### config.mk
export PLATFORM = sky130hd
export DESIGN_NAME = fetch_sequencer_flat
export DESIGN_NICKNAME = d
export VERILOG_FILES = /design/src/rtl/mips_pkg.sv /design/src/rtl/fetch_sequencer_if.sv /design/src/rtl/fetch_sequencer_next_pc_calc.sv /design/src/rtl/fetch_sequencer.sv /design/src/flat_wrapper.sv
export SDC_FILE = /design/constraint.sdc
export NUM_CORES = 1
export LEC_CHECK = 0
export CORE_ASPECT_RATIO = 0.9
export CORE_MARGIN = 2
export CORE_UTILIZATION = 50
export DETAILED_ROUTE_END_ITERATION = 16
export HOLD_SLACK_MARGIN = 0.05
export PLACE_DENSITY = 0.82
export SLEW_MARGIN = 5
export SYNTH_ARGS = -nofsm -noshare
export SYNTH_HDL_FRONTEND = slang
export SYNTH_SLANG_ARGS = --single-unit
### constraint.sdc
create_clock -name clk -period 4.32 [get_ports clk]
set_input_delay 1.296 -clock clk [delete_from_list [all_inputs] [get_ports clk]]
set_output_delay 1.296 -clock clk [all_outputs]
set_load 0.03 [all_outputs]
### src/rtl/mips_pkg.sv
// rtl/mips_pkg.sv - shared opcodes, FSM encoding and widths for the MIPS-subset fetch path
package mips_pkg;

    localparam int XLEN = 32;

    localparam logic [5:0] OP_RTYPE = 6'b000000;
    localparam logic [5:0] OP_LW    = 6'b100011;
    localparam logic [5:0] OP_SW    = 6'b101011;
    localparam logic [5:0] OP_BEQ   = 6'b000100;
    localparam logic [5:0] OP_J     = 6'b000010;

    typedef enum logic [1:0] {
        ST_BOOT  = 2'd0,
        ST_FETCH = 2'd1,
        ST_EXEC  = 2'd2
    } state_t;

    function automatic logic op_supported(input logic [5:0] op);
        return (op == OP_RTYPE) || (op == OP_LW) || (op == OP_SW) ||
               (op == OP_BEQ)   || (op == OP_J);
    endfunction

endpackage

### src/rtl/fetch_sequencer_if.sv
// rtl/fetch_sequencer_if.sv - instruction memory req/ready bus between sequencer and imem
interface fetch_sequencer_if;
    import mips_pkg::*;

    logic            imem_req;
    logic [XLEN-1:0] imem_addr;
    logic [XLEN-1:0] imem_rdata;
    logic            imem_ready;

    modport master (
        output imem_req,
        output imem_addr,
        input  imem_rdata,
        input  imem_ready
    );

    modport slave (
        input  imem_req,
        input  imem_addr,
        output imem_rdata,
        output imem_ready
    );

endinterface

### src/rtl/fetch_sequencer_next_pc_calc.sv
// rtl/fetch_sequencer_next_pc_calc.sv - combinational next-PC select (jump > taken branch > pc+4)
module next_pc_calc
    import mips_pkg::*;
(
    input  logic [XLEN-1:0] i_pc,
    input  logic [25:0]     i_instr,
    input  logic            i_branch,
    input  logic            i_jump,
    input  logic            i_zero,
    input  logic            i_illegal,
    output logic [XLEN-1:0] o_next_pc
);

    logic [XLEN-1:0] w_pc4;
    logic [XLEN-1:0] w_branch_off;
    logic [XLEN-1:0] w_jump_target;
    logic [XLEN-1:0] w_branch_target;

    assign w_pc4           = i_pc + 32'd4;
    assign w_branch_off    = {{14{i_instr[15]}}, i_instr[15:0], 2'b00};
    assign w_jump_target   = {w_pc4[31:28], i_instr[25:0], 2'b00};
    assign w_branch_target = w_pc4 + w_branch_off;

    // An unsupported opcode behaves as a NOP regardless of controller outputs
    always_comb begin
        o_next_pc = w_pc4;
        if (!i_illegal) begin
            if (i_jump) begin
                o_next_pc = w_jump_target;
            end else if (i_branch && i_zero) begin
                o_next_pc = w_branch_target;
            end
        end
    end

endmodule

### src/rtl/fetch_sequencer.sv
// rtl/fetch_sequencer.sv - multicycle fetch/PC sequencer; FETCH_TIMEOUT_EN adds an imem wait watchdog
module fetch_sequencer
    import mips_pkg::*;
#(
    parameter logic [XLEN-1:0] RESET_PC = 32'h0000_0000,
    parameter int              TIMEOUT  = 16
) (
    input  logic                clk,
    input  logic                reset,
    fetch_sequencer_if.master   imem,
    output logic [XLEN-1:0]     instr,
    output logic [5:0]          op,
    output logic                instr_valid,
    output logic [XLEN-1:0]     pc,
    input  logic                Branch,
    input  logic                Jump,
    input  logic                Zero,
    input  logic                stall,
    output logic                illegal_op,
    output logic                fault
);

    state_t          r_state;
    state_t          w_state_next;
    logic [XLEN-1:0] r_pc;
    logic [XLEN-1:0] r_instr;
    logic            r_illegal_op;
    logic            w_req;
    logic            w_parked;
    logic            w_fetch_done;
    logic            w_instr_illegal;
    logic [XLEN-1:0] w_next_pc;

    assign w_fetch_done    = (r_state == ST_FETCH) && imem.imem_ready && !w_parked;
    assign w_instr_illegal = !op_supported(r_instr[31:26]);

    always_comb begin
        w_state_next = r_state;
        w_req        = 1'b0;
        case (r_state)
            ST_BOOT: begin
                w_state_next = ST_FETCH;
            end
            ST_FETCH: begin
                w_req = !w_parked;
                if (w_fetch_done) begin
                    w_state_next = ST_EXEC;
                end
            end
            ST_EXEC: begin
                if (!stall) begin
                    w_state_next = ST_FETCH;
                end
            end
            default: begin
                w_state_next = ST_BOOT;
            end
        endcase
    end

    always_ff @(posedge clk) begin
        if (reset) begin
            r_state      <= ST_BOOT;
            r_pc         <= RESET_PC;
            r_instr      <= '0;
            r_illegal_op <= 1'b0;
        end else begin
            r_state      <= w_state_next;
            r_illegal_op <= 1'b0;
            // illegal_op is registered with the instruction so it covers only the first EXEC cycle
            if (w_fetch_done) begin
                r_instr      <= imem.imem_rdata;
                r_illegal_op <= !op_supported(imem.imem_rdata[31:26]);
            end
            if ((r_state == ST_EXEC) && !stall) begin
                r_pc <= w_next_pc;
            end
        end
    end

    next_pc_calc u_next_pc_calc (
        .i_pc      (r_pc),
        .i_instr   (r_instr[25:0]),
        .i_branch  (Branch),
        .i_jump    (Jump),
        .i_zero    (Zero),
        .i_illegal (w_instr_illegal),
        .o_next_pc (w_next_pc)
    );

`ifdef FETCH_TIMEOUT_EN
    localparam int             WAIT_W    = $clog2(TIMEOUT + 1);
    localparam logic [WAIT_W-1:0] WAIT_LAST = WAIT_W'(TIMEOUT - 1);

    logic [WAIT_W-1:0] r_wait;
    logic              r_fault;

    // Counter idles at zero outside FETCH, so every FETCH entry starts a fresh window
    always_ff @(posedge clk) begin
        if (reset) begin
            r_wait  <= '0;
            r_fault <= 1'b0;
        end else if (r_state != ST_FETCH) begin
            r_wait <= '0;
        end else if (!imem.imem_ready && !r_fault) begin
            if (r_wait == WAIT_LAST) begin
                r_fault <= 1'b1;
            end else begin
                r_wait <= r_wait + 1'b1;
            end
        end
    end

    assign w_parked = r_fault;
    assign fault    = r_fault;
`else
    // Watchdog compiled out: never park, fault reads constant 0 (TIMEOUT is never negative)
    assign w_parked = 1'b0;
    assign fault    = (TIMEOUT < 0);
`endif

    assign imem.imem_req  = w_req;
    assign imem.imem_addr = r_pc;
    assign instr          = r_instr;
    assign op             = r_instr[31:26];
    assign instr_valid    = (r_state == ST_EXEC);
    assign pc             = r_pc;
    assign illegal_op     = r_illegal_op;

endmodule

### src/flat_wrapper.sv
// flat-port wrapper written by rule: the top's interface ports become plain ports
module fetch_sequencer_flat import mips_pkg::*;
#(
    parameter logic [XLEN-1:0] RESET_PC = 32'h0000_0000,
    parameter int              TIMEOUT  = 16
)
  (clk, reset, instr, op, instr_valid, pc, Branch, Jump, Zero, stall, illegal_op, fault, imem_imem_req, imem_imem_addr, imem_imem_rdata, imem_imem_ready);
  fetch_sequencer_if imem_i ();
  input  logic clk;
  input  logic reset;
  output logic [XLEN-1:0] instr;
  output logic [5:0] op;
  output logic instr_valid;
  output logic [XLEN-1:0] pc;
  input  logic Branch;
  input  logic Jump;
  input  logic Zero;
  input  logic stall;
  output logic illegal_op;
  output logic fault;
  output wire logic [$bits(imem_i.imem_req)-1:0] imem_imem_req;
  output wire logic [$bits(imem_i.imem_addr)-1:0] imem_imem_addr;
  input wire logic [$bits(imem_i.imem_rdata)-1:0] imem_imem_rdata;
  input wire logic [$bits(imem_i.imem_ready)-1:0] imem_imem_ready;
  assign imem_imem_req = imem_i.imem_req;
  assign imem_imem_addr = imem_i.imem_addr;
  assign imem_i.imem_rdata = imem_imem_rdata;
  assign imem_i.imem_ready = imem_imem_ready;
  fetch_sequencer #(.RESET_PC(RESET_PC), .TIMEOUT(TIMEOUT)) u_core (.clk(clk), .reset(reset), .imem(imem_i), .instr(instr), .op(op), .instr_valid(instr_valid), .pc(pc), .Branch(Branch), .Jump(Jump), .Zero(Zero), .stall(stall), .illegal_op(illegal_op), .fault(fault));
endmodule
==> results of run 1 <==
-- state kept, by name, indices dropped and copies added, names as in the netlist --
| name | cells |
|---|---|
| u_core.illegal_op | 1 |
| u_core.imem.imem_addr | 30 |
| u_core.instr | 32 |
| u_core.r_state | 2 |
-- through the flow --
stage / setup WS, ns / hold slack [ns] / utilization [%] / std cells / total power (W)
floorplan: 0.3869 / 0.5286 / - / 743 / 0.0008950
global placement: 0.3970 / 0.4707 / 63.04 / 962 / 0.001040
detailed placement: 0.3051 / 0.4763 / 63.04 / 962 / 0.001045
CTS: 0.2725 / 0.4870 / 65.76 / 977 / 0.001787
global route: 0.01923 / 0.5028 / 65.86 / 977 / 0.001841
finish: 0.2676 / 0.4824 / 65.86 / 977 / 0.001785
-- where the power goes --
group	internal, W	switching [W]	total, W
clock	0.000446	0.000298	0.000744
sequential	0.000621	0.0000317	0.000652
combinational	0.000152	0.000237	0.000389
-- area by class of cell --
type	instances	area, sq um
fillers	951	3691
flip-flops and latches	65	1301
inverters	16	60.06
clock buffers	9	225.2
repair buffers	161	1551
multi-input cells	587	3746
well taps	133	166.4
clock inverters	6	68.82
-- worst reg2reg max path: cells and delay by family (launching register included) --
kind                       cells  cell delay, ns
buffers and inverters          1            0.08
DFF                            1            0.45
and+or+nand+nor                5            1.39
adders and majority gates      1            0.41
muxes                          2            0.62
xor gates and xnor gates       1            0.19
AOI/OAI and AO/OA              5            0.80
-- worst max-delay path by stage --
stage	from	to	slack, ns	cells past startpoint
2_1_floorplan	u_core.imem.imem_addr[8]$_SDFFE_PP0P_	u_core.imem.imem_addr[31]$_SDFFE_PP0P_	0.39	16
3_3_place_gp	u_core.imem.imem_addr[10]$_SDFFE_PP0P_	u_core.imem.imem_addr[29]$_SDFFE_PP0P_	0.40	16
3_5_place_dp	u_core.imem.imem_addr[10]$_SDFFE_PP0P_	u_core.imem.imem_addr[29]$_SDFFE_PP0P_	0.31	16
4_1_cts	u_core.imem.imem_addr[10]$_SDFFE_PP0P_	u_core.imem.imem_addr[29]$_SDFFE_PP0P_	0.27	16
5_1_grt	u_core.imem.imem_addr[10]$_SDFFE_PP0P_	u_core.imem.imem_addr[29]$_SDFFE_PP0P_	0.02	16
6_report	u_core.imem.imem_addr[10]$_SDFFE_PP0P_	u_core.imem.imem_addr[31]$_SDFFE_PP0P_	0.27	15
-- cells in the mapped netlist (all sizes together) (2+ instances only) --
cell type  instances
a21oi             90
and3              10
a31oi              4
buf               44
and2               3
a221o             12
nor2              62
xnor2             31
nand2b             2
o21a               3
a22oi              5
or2                3
o221ai             4
mux2i              3
nor3              29
nand4             13
mux2               2
o21ai             30
nand3             22
a21o              10
and4               4
a22o               2
a211oi            12
or3                2
o22ai              5
a311oi             2
o211ai             7
ha                37
a2111oi            2
clkbuf            31
a211o              4
dfxtp             65
nand2            114
a21boi             2
nor2b              5
inv               16
xor2              17
o21bai             9
a221oi             4
-- layer usage --
metal  GRT usage, %  up-vias  part of all wire (%)
li1               -     2823                     -
met1          44.07     2775                    46
met2          45.44      317                    43
met3          7.782       34                   9.5
met4          8.692        0                   2.1
met5              0        -                     0
-- cells by family (layout without fill, tap and decap cells) --
family / count (synthesis) / in the layout / synth area share (%)
muxes: 5 / 5 / 0.9519
and+or+nand+nor: 274 / 274 / 23.64
buffers and inverters: 91 / 192 / 9.021
xor gates and xnor gates: 48 / 48 / 8.024
other: 1 / 5 / 0.06793
adders and majority gates: 38 / 38 / 8.749
AOI/OAI and AO/OA: 217 / 217 / 25.97
DFF: 65 / 65 / 23.57
-- what timing repair did --
action	CTS	global route
buffers inserted	0	0
setup endpoints to repair	0	1
hold buffers	0	0
resized for setup	0	3
==> reports/results.ini, run 1 <==
[clock_tree]
h-tree-depth=3
cts-buffers-inserted=9
cts_sinks=65
clkTransAtPathRegs_ns=0.06
root_buffer=clkbuf_16
cts_tree=yes
clkLatencyLatePin_ns=0.35
cts_buffer_depth=2

[worst_setup_path]
path_cells=and4_4 > nand4_4 > or4_4 > nor2_2 > xnor2_1 > inv_1 > ha_1 > a21o_1 > a21o_1 > a21oi_1 > and3_1 > a31oi_1 > o311ai_1 > mux2i_1 > mux2_1
reg2reg_from=u_core.imem.imem_addr[10]$_SDFFE_PP0P_
setup.worst_path.class=reg2reg
end_kind=flip-flop
crit_family=simple AND/OR/NAND/NOR gates
cpMostUsedCell=a21o_1
r2r_cells=15
worstPathRequired_ns=4.55
critical_path.max_fanout=10
reg2reg_slack_ns=0.27
cp_slowest_cell=or4_4
crit_buf_inv=1
start_kind=flip-flop
critical-path-max-stage-delay_ns=0.62
cp.arrival_ns=4.28
worstReg2RegEnd=u_core.imem.imem_addr[31]$_SDFFE_PP0P_

[global_routing]
grt_pass1_vias=5472
grt_max_degree=64
gr-usage-all-layers_pct=30.72
antenna_found_initial=0
grt_first_pass_wirelength_um=28720
grt-ovfl-total=0

[synth]
yosysWarnings=0
synth.top_cell.area_share_pct=23.57
synth_flop_cell=dfxtp_1
postSynth.asyncResetShare_pct=0
synth_cell_type_count=75
synth_edf_count=0
synth_top_area_cell=dfxtp_1
ys_seq_elements=65
seq_area_frac_synth_pct=23.57
synth_area_sq_um=5520
syn_area_per_cell_sq_um=7.470
synth_area_leaders=dfxtp_1 24%, ha_1 8.4%, a21oi_1 8.2%
synthCells=739

[power]
vdd.ir_drop.worst_mv=0.2418
p_leak_nw=2.802
power_density_nw_per_um2=250.8

[floorplan]
die_y_um=103.7
die-area_sq_um=11900
dieWidth_um=114.8
rows=36
start_util_pct=51.06
io-pin-count=145
core_area_sq_um=10810

[sta]
worst_pin_slew_ns=1.150
min_period_ns=4.052
relSlewSlack_pct=23.12
fmax_ghz=0.2468
hold_violations=0
finClkSkew_ns=0.009248
setup_viol=0
drv_slew=0
setup_tns_ns=0
fin_crit_sh_pct=93.81
grt_setup_unrepaired=no

[route]
vias=5949
vias_per_cell=6.089
drt-initial-drc-count=487
wire_per_inst_um=18.90
ant_nets=0
wirelength_um=18470
dr.pass1.iters=5
drc=0

[placed_design]
gp_congestion=0.9497
dp_hpwl_um=13550
place_area_sq_um=6815
io_buffers=139

[layout]
finalInstanceArea_sq_um=7119
fin_nets=917
final_common_cell=clkdlybuf4s50_1
drive_gt1_share_pct=7.583
area_delta_synth_final_pct=28.97
antenna_cells=0
mostFrequentLayoutCells=138 x clkdlybuf4s50_1, 114 x nand2_1, 89 x a21oi_1, 65 x dfxtp_1, 61 x nor2_1

[min_path]
hp-start=u_core.instr[20]$_SDFFE_PP0P_
min_to=u_core.instr[20]$_SDFFE_PP0P_
hold_depth=2
hold_path_class=reg2reg

[run_status]
status=finished, final reports clean

[job]
cap_violations=0

(Power assumes the default switching activity.)
==> run 2: changes to the inputs <==
--- a/config.mk
+++ b/config.mk
@@ -7,10 +7,10 @@
 export LEC_CHECK = 0
 export CORE_ASPECT_RATIO = 0.9
 export CORE_MARGIN = 2
-export CORE_UTILIZATION = 50
+export CORE_UTILIZATION = 44
 export DETAILED_ROUTE_END_ITERATION = 16
 export HOLD_SLACK_MARGIN = 0.05
-export PLACE_DENSITY = 0.82
+export PLACE_DENSITY = 0.73
 export SLEW_MARGIN = 5
 export SYNTH_ARGS = -nofsm -noshare
 export SYNTH_HDL_FRONTEND = slang
==> reports/results.ini, run 2 (synthesized netlist as in run 1, its figures left out) <==
[power]
p_clk_share_pct=41.7  ; about the same
p_leak_nw=2.813  ; was 2.802 nW
p_int_w=0.001222  ; was 0.001219 W
vdd.ir_drop.worst_mv=0.2106  ; was 0.2418 mV
seqPwrFrac_pct=36.5  ; about the same
swShare_pct=31.56  ; was 31.72%
comb_power_share_pct=21.8  ; about the same
power_density_nw_per_um2=249.3  ; was 250.8 nW/um^2
p_sw_w=0.0005635  ; was 0.0005663 W

[clock_tree]
cts_tree=yes  ; unchanged
ctsResizeCount=0  ; unchanged
clkLatencyLatePin_ns=0.35  ; about the same
cts_sinks=65  ; unchanged
root_buffer=clkbuf_16  ; unchanged
post_cts_buffers=0  ; unchanged
h-tree-depth=3  ; unchanged
cts_buffer_depth=2  ; unchanged
cts-buffers-inserted=9  ; unchanged
cts_hold_buf=0  ; unchanged
clkTransAtPathRegs_ns=0.06  ; about the same

[worst_setup_path]
cp.arrival_ns=4.31  ; was 4.28 ns
critical-path-max-stage-delay_ns=0.61  ; was 0.62 ns
crit_family=compound AO/OA/AOI/OAI gates  ; was simple AND/OR/NAND/NOR gates
crit_buf_inv=1  ; unchanged
setup.worst_path.class=reg2reg  ; unchanged
start_kind=flip-flop  ; unchanged
worstPathRequired_ns=4.58  ; was 4.55 ns
cp_slowest_cell=or4_4  ; unchanged
path_cells=and4_4 > nand4_4 > or4_4 > nor2_2 > xnor2_1 > inv_1 > ha_1 > a21o_1 > a21o_1 > a21oi_1 > o21ai_0 > a21oi_1 > o21ai_0 > xor2_1 > nand2_1 > a311oi_2  ; was and4_4 > nand4_4 > or4_4 > nor2_2 > xnor2_1 > inv_1 > ha_1 > a21o_1 > a21o_1 > a21oi_1 > and3_1 > a31oi_1 > o311ai_1 > mux2i_1 > mux2_1
critical_path.max_fanout=10  ; unchanged
end_kind=flip-flop  ; unchanged

[layout]
fin_nets=919  ; was 917
final_common_cell=clkdlybuf4s50_1  ; unchanged
largest_reg_flops=32  ; unchanged
num-fill-cells=1138  ; was 951
area_delta_synth_final_pct=29.74  ; was 28.97%
antenna_cells=0  ; unchanged
drive_gt1_share_pct=7.438  ; was 7.583%
fin_cells=1007  ; was 977
mostFrequentLayoutCells=138 x clkdlybuf4s50_1, 114 x nand2_1, 90 x a21oi_1, 65 x dfxtp_1, 61 x nor2_1  ; was 138 x clkdlybuf4s50_1, 114 x nand2_1, 89 x a21oi_1, 65 x dfxtp_1, 61 x nor2_1

[route]
ant_nets=0  ; unchanged
drc=0  ; unchanged
wirelength_um=18560  ; was 18470 um
vias=5862  ; was 5949
vias_per_cell=5.821  ; was 6.089
drt-initial-drc-count=527  ; was 487
dr.pass1.iters=5  ; unchanged
wire_per_inst_um=18.43  ; was 18.90 um

[sta]
setup_viol=0  ; unchanged
fmax_ghz=0.2468  ; about the same
min_period_ns=4.052  ; about the same
relSlewSlack_pct=25.70  ; was 23.12%
fin_crit_sh_pct=93.79  ; was 93.81%
finClkSkew_ns=0.007709  ; was 0.009248 ns
grt_setup_unrepaired=no  ; unchanged
postLayoutSetupSlackWorst_ns=0.2682  ; was 0.2676 ns
worst_pin_slew_ns=1.112  ; was 1.150 ns
setup_tns_ns=0  ; unchanged
drv_slew=0  ; unchanged
hold_violations=0  ; unchanged

[job]
cap_violations=0  ; unchanged

[placed_design]
dp_cells=991  ; was 962
dp_hpwl_um=14010  ; was 13550 um
post-place-ws_ns=0.2889  ; was 0.3051 ns
io_buffers=139  ; unchanged
gp_congestion=0.9716  ; was 0.9497

[min_path]
hold_path_class=reg2reg  ; unchanged

[floorplan]
dieWidth_um=122.1  ; was 114.8 um
rows=38  ; was 36
core_area_sq_um=12170  ; was 10810 sq um
die-area_sq_um=13460  ; was 11900 sq um
start_util_pct=45.35  ; was 51.06%
io-pin-count=145  ; unchanged
die_y_um=110.3  ; was 103.7 um

[global_routing]
grt-ovfl-total=0  ; unchanged
grt_first_pass_wirelength_um=28900  ; was 28720 um
gr-usage-all-layers_pct=28.00  ; was 30.72%
grt_pass1_vias=5450  ; was 5472
grt_max_degree=64  ; unchanged
antenna_found_initial=0  ; unchanged

[run_status]
status=finished, final reports clean  ; unchanged

==> run 2: path summary, 6_finish.rpt <==
| check | depth (start not counted) | slack [ns] | start | endpoint |
|---|---|---|---|---|
| max | 16 | 0.27 | u_core.imem.imem_addr[9]$_SDFFE_PP0P_ | u_core.imem.imem_addr[29]$_SDFFE_PP0P_ |
| min | 2 | 0.49 | u_core.instr[22]$_SDFFE_PP0P_ | u_core.instr[22]$_SDFFE_PP0P_ |
| max reg2reg | 16 | 0.27 | u_core.imem.imem_addr[9]$_SDFFE_PP0P_ | u_core.imem.imem_addr[29]$_SDFFE_PP0P_ |
| min reg2reg | 2 | 0.49 | u_core.instr[22]$_SDFFE_PP0P_ | u_core.instr[22]$_SDFFE_PP0P_ |
==> run 2: per-stage QoR <==
stage	hold slack, ns	utilization (%)	total power [W]	instance area, sq um
final	0.4926	58.84	0.001786	7162
after CTS	0.4904	58.84	0.001791	7162
after global placement	0.4726	56.39	0.001044	6864
after detailed placement	0.4794	56.39	0.001049	6864
after global routing	0.5242	58.84	0.001849	7162
after floorplan	0.5286	-	0.0008950	5535
==> run 2: cell type report <==
type	count	area (sq um)	area share, %
Clock buffer	10	229.0	3.197
Clock inverter	6	68.82	0.9609
Inverter	16	60.06	0.8386
Multi-Input combinational cell	587	3736	52.17
Sequential cell	65	1301	18.17
Tap cell	160	200.2	2.795
Timing Repair Buffer	163	1567	21.87
==> run 2: per-layer routing <==
metal  vias to the layer above  wire length [um]  global-route usage, %
met5                         -                 0                      0
met4                         0               264                  7.800
met3                        18              1665                  5.967
met2                       269              8122                  43.93
met1                      2748              8512                  38.91
li1                       2827                 -                      -
==> run 2: worst register-to-register path: stages (launching register included) <==
cell,delay (ns)
dfxtp_1,0.45
and4_4,0.31
nand4_4,0.16
or4_4,0.61
nor2_2,0.12
xnor2_1,0.19
inv_1,0.08
ha_1,0.42
a21o_1,0.21
a21o_1,0.17
a21oi_1,0.23
o21ai_0,0.12
a21oi_1,0.27
o21ai_0,0.15
xor2_1,0.15
nand2_1,0.08
a311oi_2,0.25
==> run 2: power groups by stage <==
stage	Combinational, W	Clock (W)	Sequential, W
floorplan	0.000200	0	0.000695
global route	0.000415	0.000779	0.000655
detailed placement	0.000384	0	0.000664
finish	0.000389	0.000745	0.000652
CTS	0.000387	0.000753	0.000651
global placement	0.000381	0	0.000663
